[src/rtl/ex_fw_ctrl_gen_pkg.sv]
// Shared forwarding types: stage selects, the forwarding bus, tracker entries and the load-use FSM.
// Optional macro FW_WBLATE_EN (see ex_fw_ctrl_gen) does not change these types.
package core;

    localparam int CORE_REG_AW = 5;

    typedef enum logic [1:0] {
        NONE_STAGE   = 2'd0,
        MEM_STAGE    = 2'd1,
        WB_STAGE     = 2'd2,
        WBLATE_STAGE = 2'd3
    } fw_stage_e;

    typedef struct packed {
        fw_stage_e rs1;
        fw_stage_e rs2;
    } fw_cntrl_bus_t;

    typedef struct packed {
        logic                   valid;
        logic [CORE_REG_AW-1:0] rd;
        logic                   we;
        logic                   is_load;
    } fw_trk_entry_t;

    typedef enum logic {
        RUN      = 1'b0,
        LU_STALL = 1'b1
    } fw_fsm_e;

    // x0 is hard-wired zero, so a write to it can never be a real producer.
    function automatic logic fw_match(fw_trk_entry_t e, logic [CORE_REG_AW-1:0] src, logic use_src);
        return e.valid && e.we && (e.rd == src) && (src != '0) && use_src;
    endfunction

endpackage

[src/rtl/ex_fw_ctrl_gen_src_match.sv]
// Per-source producer search over the tracker; the youngest matching producer decides the select.
// With FW_WBLATE_EN undefined a WB-entry hit yields NONE_STAGE (register file is write-through).
module fw_src_match
    import core::*;
(
    input  logic [CORE_REG_AW-1:0] src,
    input  logic                   use_src,
    input  fw_trk_entry_t          trk_ex,
    input  fw_trk_entry_t          trk_mem,
    input  fw_trk_entry_t          trk_wb,
    output fw_stage_e              stage,
    output logic                   load_hit
);

    logic hit_ex;
    logic hit_mem;
    logic hit_wb;

    assign hit_ex  = fw_match(trk_ex,  src, use_src);
    assign hit_mem = fw_match(trk_mem, src, use_src);
    assign hit_wb  = fw_match(trk_wb,  src, use_src);

    // Select is named after where the producer will be once this source reaches EX.
    always_comb begin
        stage = NONE_STAGE;
        if (hit_ex) begin
            stage = MEM_STAGE;
        end else if (hit_mem) begin
            stage = WB_STAGE;
        end else if (hit_wb) begin
`ifdef FW_WBLATE_EN
            stage = WBLATE_STAGE;
`else
            stage = NONE_STAGE;
`endif
        end
    end

    assign load_hit = hit_ex && trk_ex.is_load;

endmodule

[src/rtl/ex_fw_ctrl_gen.sv]
// Forwarding-select generator and load-use interlock for the EX operand muxes.
// Optional macro FW_WBLATE_EN adds the WBLATE tracker entry and the WBLATE_STAGE select.
module ex_fw_ctrl_gen
    import core::*;
#(
    parameter int REG_AW           = CORE_REG_AW,
    parameter int LOAD_USE_BUBBLES = 1
) (
    input  logic              clk_i,
    input  logic              rst_i,
    input  logic              id_valid_i,
    input  logic [REG_AW-1:0] id_rs1_i,
    input  logic [REG_AW-1:0] id_rs2_i,
    input  logic              id_use_rs1_i,
    input  logic              id_use_rs2_i,
    input  logic [REG_AW-1:0] id_rd_i,
    input  logic              id_we_i,
    input  logic              id_is_load_i,
    input  logic              adv_i,
    input  logic              flush_i,
    output fw_cntrl_bus_t     fw_cntrl_o,
    output logic              stall_o
);

    localparam logic [1:0] LU_CNT_INIT = 2'(LOAD_USE_BUBBLES - 1);

    fw_trk_entry_t trk_ex;
    fw_trk_entry_t trk_mem;
    fw_trk_entry_t trk_wb;
`ifdef FW_WBLATE_EN
    fw_trk_entry_t trk_wblate;
`endif
    fw_trk_entry_t id_entry;
    fw_trk_entry_t ex_live;

    fw_stage_e  sel_rs1;
    fw_stage_e  sel_rs2;
    logic       lu_rs1;
    logic       lu_rs2;
    logic       hazard;
    logic       issue;
    fw_fsm_e    state;
    fw_fsm_e    state_n;
    logic [1:0] cnt;
    logic [1:0] cnt_n;

    fw_src_match u_match_rs1 (
        .src      (id_rs1_i),
        .use_src  (id_use_rs1_i),
        .trk_ex   (trk_ex),
        .trk_mem  (trk_mem),
        .trk_wb   (trk_wb),
        .stage    (sel_rs1),
        .load_hit (lu_rs1)
    );

    fw_src_match u_match_rs2 (
        .src      (id_rs2_i),
        .use_src  (id_use_rs2_i),
        .trk_ex   (trk_ex),
        .trk_mem  (trk_mem),
        .trk_wb   (trk_wb),
        .stage    (sel_rs2),
        .load_hit (lu_rs2)
    );

    assign hazard   = id_valid_i && (lu_rs1 || lu_rs2);
    assign id_entry = '{valid: 1'b1, rd: id_rd_i, we: id_we_i, is_load: id_is_load_i};
    assign issue    = id_valid_i && !stall_o && !flush_i;

    // A flushed EX instruction still walks down the pipe, but as a dead slot.
    always_comb begin
        ex_live = trk_ex;
        if (flush_i) begin
            ex_live.valid = 1'b0;
        end
    end

    always_comb begin
        state_n = state;
        cnt_n   = cnt;
        stall_o = 1'b0;
        if (flush_i) begin
            state_n = RUN;
            cnt_n   = '0;
        end else begin
            case (state)
                RUN: begin
                    if (hazard) begin
                        stall_o = 1'b1;
                        if (adv_i) begin
                            state_n = LU_STALL;
                            cnt_n   = LU_CNT_INIT;
                        end
                    end
                end
                LU_STALL: begin
                    if (cnt != '0) begin
                        stall_o = 1'b1;
                        if (adv_i) begin
                            cnt_n = cnt - 2'd1;
                        end
                    end else if (adv_i) begin
                        state_n = RUN;
                    end
                end
                default: begin
                    state_n = RUN;
                    cnt_n   = '0;
                end
            endcase
        end
    end

    // ID -> EX boundary: tracker shift and registered forwarding selects.
    always_ff @(posedge clk_i) begin
        if (rst_i) begin
            trk_ex.valid  <= 1'b0;
            trk_mem.valid <= 1'b0;
            trk_wb.valid  <= 1'b0;
`ifdef FW_WBLATE_EN
            trk_wblate.valid <= 1'b0;
`endif
            fw_cntrl_o <= '{rs1: NONE_STAGE, rs2: NONE_STAGE};
            state      <= RUN;
            cnt        <= '0;
        end else begin
            state <= state_n;
            cnt   <= cnt_n;
            if (adv_i) begin
`ifdef FW_WBLATE_EN
                trk_wblate <= trk_wb;
`endif
                trk_wb     <= trk_mem;
                trk_mem    <= ex_live;
                trk_ex     <= issue ? id_entry : fw_trk_entry_t'('0);
                fw_cntrl_o <= issue ? '{rs1: sel_rs1, rs2: sel_rs2}
                                    : '{rs1: NONE_STAGE, rs2: NONE_STAGE};
            end else if (flush_i) begin
                trk_ex.valid <= 1'b0;
            end
        end
    end

endmodule

[config.mk]
export PLATFORM = sky130hd
export DESIGN_NAME = ex_fw_ctrl_gen
export DESIGN_NICKNAME = d
export VERILOG_FILES = /design/src/rtl/ex_fw_ctrl_gen_pkg.sv /design/src/rtl/ex_fw_ctrl_gen_src_match.sv /design/src/rtl/ex_fw_ctrl_gen.sv
export SDC_FILE = /design/constraint.sdc
export NUM_CORES = 1
export LEC_CHECK = 0
export BUFFER_PORTS_ARGS = -buffer_cell sky130_fd_sc_hd__buf_2
export CAP_MARGIN = 10
export CORE_MARGIN = 4
export CORE_UTILIZATION = 38
export CTS_CLUSTER_DIAMETER = 150
export CTS_CLUSTER_SIZE = 40
export DETAILED_ROUTE_END_ITERATION = 12
export PLACE_DENSITY_LB_ADDON = 0.2
export SLEW_MARGIN = 20
export SYNTH_ARGS = -nofsm -noshare
export SYNTH_HDL_FRONTEND = slang
export SYNTH_HIERARCHICAL = 1
export SYNTH_SLANG_ARGS = --single-unit
[constraint.sdc]
create_clock -name clk_i -period 5.4 [get_ports clk_i]
set_input_delay 0.27 -clock clk_i [delete_from_list [all_inputs] [get_ports clk_i]]
set_output_delay 0.27 -clock clk_i [all_outputs]
set_load 0.02 [all_outputs]
; ---- After elaboration in Yosys (flattened, before gate mapping)
; Index checks and enable logic that the tools add are counted.
[op_classes]
bitwise_logic = 2
n_reduce_logical = 28
addsub = 1
n_mux = 22
n_eq_ne = 8
[ops]
columns = op, count
row1 = 5-bit == test, 4
row2 = 1-bit logical AND, 19
row3 = 2-bit 2-to-1 mux, 8
row4 = 5-bit nonzero test, 2
row5 = 1-bit 2-to-1 mux, 9
row6 = 8-bit 2-to-1 mux, 1
row7 = "2-bit inequality test, second input constant", 3
row8 = 4-bit 2-to-1 mux, 1
row9 = 1-bit one-hot mux with 2 select lines, 2
row10 = 2-bit one-hot mux with 2 select lines, 1
row11 = 4-bit AND reduction, 1
row12 = 1-bit logical NOT, 2
row13 = "2-bit by 1-bit inequality test with 1-bit output, second input constant", 1
row14 = 1-bit NOT, 2
row15 = 2-bit AND reduction, 1
row16 = 2-bit nonzero test, 1
row17 = 2-bit OR reduction, 1
row18 = "2-bit by 1-bit subtractor with 2-bit output, second input constant", 1
row19 = 1-bit logical OR, 1
[word_totals]
in_bits = 24
word_cells = 72
reg_bits = 22

; ---- Longest topological paths before layout
[logic_depth]
depth_word = 15
ltp_mapped = 7

; ---- Hierarchy
; Netlist, hierarchy kept.
[modules_own_cells]
columns = mod, cells_per_inst, area_each_um2, instances
row1 = ex_fw_ctrl_gen, 88, 1244.9, 1
row2 = fw_src_match, 20, 171.4, 2

; ---- Worst setup path before layout
; OpenSTA, ideal clock, no wires.
[synth_path]
kind = input to output
start = input id_rs2_i[2]
end = output stall_o
arrival_ps = 1696
slack_ps = 3434
n_path_buf = 0
cell_stages = 7
cell_sequence = or4_4 > nor2_4 > nor3_2 > and2_1 > o21ai_0 > mux2i_1 > and2_1
[synth_via]
elab_chain_cells = 10
word_cells_on_any_way = 11
classes_between = eq/ne: 1 / mux: 3 / reduce/logical: 7
[synth_lines]
columns = item, line
row1 = from (decl), ex_fw_ctrl_gen.sv:13  ; input logic [REG_AW-1:0] id_rs2_i,
row2 = 5-bit == test, ex_fw_ctrl_gen_pkg.sv:33  ; return e.valid && e.we && (e.rd == src) && (src != '0) && use_src;
row3 = 1-bit logical AND, ex_fw_ctrl_gen_pkg.sv:33
row4 = 1-bit logical AND * (2 in series), ex_fw_ctrl_gen_pkg.sv:33
row5 = named net u_match_rs2.hit_ex, ex_fw_ctrl_gen_src_match.sv:15  ; logic hit_ex;
row6 = 1-bit logical AND *, ex_fw_ctrl_gen_src_match.sv:39  ; assign load_hit = hit_ex && trk_ex.is_load;
row7 = named net lu_rs2, ex_fw_ctrl_gen.sv:39  ; logic lu_rs2;
row8 = 1-bit logical OR *, ex_fw_ctrl_gen.sv:67  ; assign hazard = id_valid_i && (lu_rs1 || lu_rs2);
row9 = 1-bit logical AND *, ex_fw_ctrl_gen.sv:67
row10 = 1-bit 2-to-1 mux *, ex_fw_ctrl_gen.sv:89  ; if (hazard) begin
row11 = 1-bit one-hot mux with 2 select lines *, ex_fw_ctrl_gen.sv:87  ; case (state)
row12 = 1-bit 2-to-1 mux *, ex_fw_ctrl_gen.sv:83  ; if (flush_i) begin
row13 = to (decl), ex_fw_ctrl_gen.sv:22  ; output logic stall_o
; Mark *: on every way through the listed nets, which the timed path passes. The rest lies on a longest branch.

; ---- Worst setup path in the final report
[layout_path]
start = register ex_live[4] (netlist name)
end = output stall_o
[layout_via]
elab_chain_cells = 10
word_cells_on_any_way = 15
classes_between = eq/ne: 2 / mux: 3 / reduce/logical: 10
[layout_lines]
columns = item, line
row1 = 5-bit == test, ex_fw_ctrl_gen_pkg.sv:33
row2 = 1-bit logical AND (3 in series), ex_fw_ctrl_gen_pkg.sv:33
row3 = 1-bit logical AND, ex_fw_ctrl_gen_src_match.sv:39
row4 = named net lu_rs2, ex_fw_ctrl_gen.sv:39
row5 = 1-bit logical OR, ex_fw_ctrl_gen.sv:67
row6 = 1-bit logical AND, ex_fw_ctrl_gen.sv:67
row7 = 1-bit 2-to-1 mux, ex_fw_ctrl_gen.sv:89
row8 = 1-bit one-hot mux with 2 select lines, ex_fw_ctrl_gen.sv:87
row9 = 1-bit 2-to-1 mux, ex_fw_ctrl_gen.sv:83
; The timed path passes the listed nets, and every way through them passes these cells.

==> flow_summary.yaml <==
global_route:
  grt.overflow.total: 0
  grt_pass1_vias: 925
  use_met3_pct: 3.373
  grt_util_met1_pct: 17.35
  grt_usage_pct: 12.92
  grt_max_degree: 16
  antenna_found_initial: 0
  globalRoute.busiestLayer: "met2"
  grt_util_met2_pct: 19.55
  grt_pass1_wl_mm: 4.333
worst_setup_path:
  cp.arrival_ps: 2240
  path_cells: "xnor2_1 -> nand4_1 -> nor3_2 -> and2_1 -> o21ai_0 -> mux2i_1 -> and2_1 -> buf_2"
  crit_cells: 8
  crit_buf_inv: 1
  startpoint_type: "flop"
  r2r_slack_ps: 3330
  required_ps: 5130
  cpMostUsedCell: "and2_1"
  crit_slowest_cell: "edfxtp_1"
  path_class: "flop to output pin"
  slowest_delay_ps: 470
  critPathCaptureType: "output pin"
  reg2reg_depth: 7
  cp_top_family: "simple AND/OR/NAND/NOR gates"
  crit_path_max_fanout: 3
drt:
  first_pass_iters: 4
  drc: 0
  num_vias: 945
  finalWirelength_mm: 2.539
  avgViaCountPerCell: 4.974
  drt-wirelength-per-cell_um: 13.36
  first_iter_violations: 40
  ant_nets: 0
synth:
  avgSynthCellArea_um2: 11.23
  syn_area_um2: 1314
  synthesis.nets: 142
  syn_inst: 117
  yosys_warnings: 6
timing:
  slew_viol_final: 0
  setup_violations: 0
  worst_slew_pin_slew_ps: 646.3
  hold_viol_final: 0
  clock.fmax_mhz: 399.0
  slew_headroom_pct: 56.72
  skew_ps: 5.445
  tns_ps: 0
  fin_crit_ps: 2506
  rsz0062_at_grt: "no"
  timing.final.ws_setup_ps: 2894
  post-route-period-util_pct: 46.41
clock_tree:
  cts_buffer_depth: 2
  cts_tree: "yes"
  cts_buffers: 3
  cts_sinks: 22
  insertion_delay_ps: 310
  cts_resized: 0
  htreeDepth: 1
  ctsHoldBuffers: 0
  root_buffer: "clkbuf_4"
  cts.clk_slew.worst_paths_ps: 110
  cts_setup_buffers: 0
power:
  cellPowerDensity_nw_per_um2: 203.1
  combPwrFrac_pct: 13.2
  p_sw_uw: 75.47
  p_seq_share_pct: 61.8
  pwr-share-clk_pct: 25.0
  irDropWorstVdd_mv: 0.1101
  leakagePower_uw: 0.0005093
  switching_share_pct: 24.66
  p_int_uw: 230.5
placed_design:
  port_buffers: 28
  gp_congestion: 0.7859
  hpwl_mm: 2.096
  dpl_worst_slack_ps: 3129
  dpl_cell_area_um2: 1478
final_layout:
  layout-drive-gt1-share_pct: 34.72
  fin_area_um2: 1506
  area_growth_pct: 14.67
  antenna_cells: 0
  fin_util_pct: 45.14
  num-nets-final: 170
floorplanning:
  initial_core_util_pct: 39.37
  die_h_um: 66.80
  die_w_um: 66.80
  core-area_um2: 3337
  die_area_um2: 4462
  rows: 21
  io_pins: 29
min_path:
  hold_class: "input port to flop"
  whs_path_depth: 2
job:
  maxCapViolCount: 0
outcome:
  status: "finished clean"
==> state kept, by name, summed over array words and instances (netlist names) <==
register / cells
cnt: 2
ex_live: 7
fw_cntrl_o: 4
state: 1
trk_ex: 1
trk_mem: 7
==> layout make-up <==
| type | count | area [um2] |
|---|---|---|
| fillers | 343 | 1831 |
| multi-input cells | 83 | 685.7 |
| flip-flops and latches | 22 | 570.5 |
| repair buffers | 28 | 140.1 |
| well taps | 46 | 57.56 |
| inverters | 7 | 26.28 |
| clock buffers | 3 | 22.52 |
| clock inverters | 1 | 3.754 |
==> metal layers <==
layer	wire [um]	vias up
met5	0	-
met4	43	0
met3	154	5
met2	1156	24
met1	1185	439
li1	-	477
==> final timing paths <==
path	to	start
worst max-delay path	stall_o	ex_live[4]
worst min-delay path	ex_live[2]	id_rd_i[0]
worst max register to register	ex_live[5]	ex_live[4]
worst min register to register	trk_mem[7]	trk_mem[7]
==> worst register-to-register path, stage by stage, from the launching register on <==
cell      delay (ps)
edfxtp_1         470
xnor2_1          190
nand4_1          140
nor3_2           270
and2_1           250
nor4_4            70
o21a_1           270
and2_1           190
==> power groups by stage <==
stage / Sequential, uW / Clock (uW) / Combinational (uW)
final: 189 / 76.5 / 40.5
after global routing: 190 / 85.3 / 44.8
after CTS: 189 / 80.0 / 40.7
after detailed placement: 193 / 0 / 40.7
after global placement: 193 / 0 / 39.1
after floorplan: 191 / 0 / 23.9
==> cells in the final DEF, fill, tap and decap left out, drive strengths merged, types with 2 or more instances in the layout <==
| master | count |
|---|---|
| nor2b | 2 |
| nand2 | 2 |
| or4 | 2 |
| o21ai | 2 |
| nor4bb | 2 |
| nor4 | 3 |
| xnor2 | 20 |
| nand4 | 8 |
| buf | 28 |
| a21boi | 2 |
| or3b | 4 |
| and2 | 10 |
| o41ai | 4 |
| a21oi | 2 |
| clkbuf | 3 |
| nand3 | 2 |
| edfxtp | 13 |
| inv | 7 |
| nor2 | 6 |
| nor3 | 2 |
| dfxtp | 9 |
| o21a | 2 |
==> stage by stage <==
step | hold slack, ps | power [uW] | instances
floorplan | 444.4 | 214.7 | 117
global placement | 492.2 | 231.7 | 186
detailed placement | 496.7 | 233.6 | 186
CTS | 218.7 | 309.8 | 190
global route | 224.9 | 319.8 | 190
finish | 228.8 | 306.0 | 190
Power figures use the tool's default switching activity.
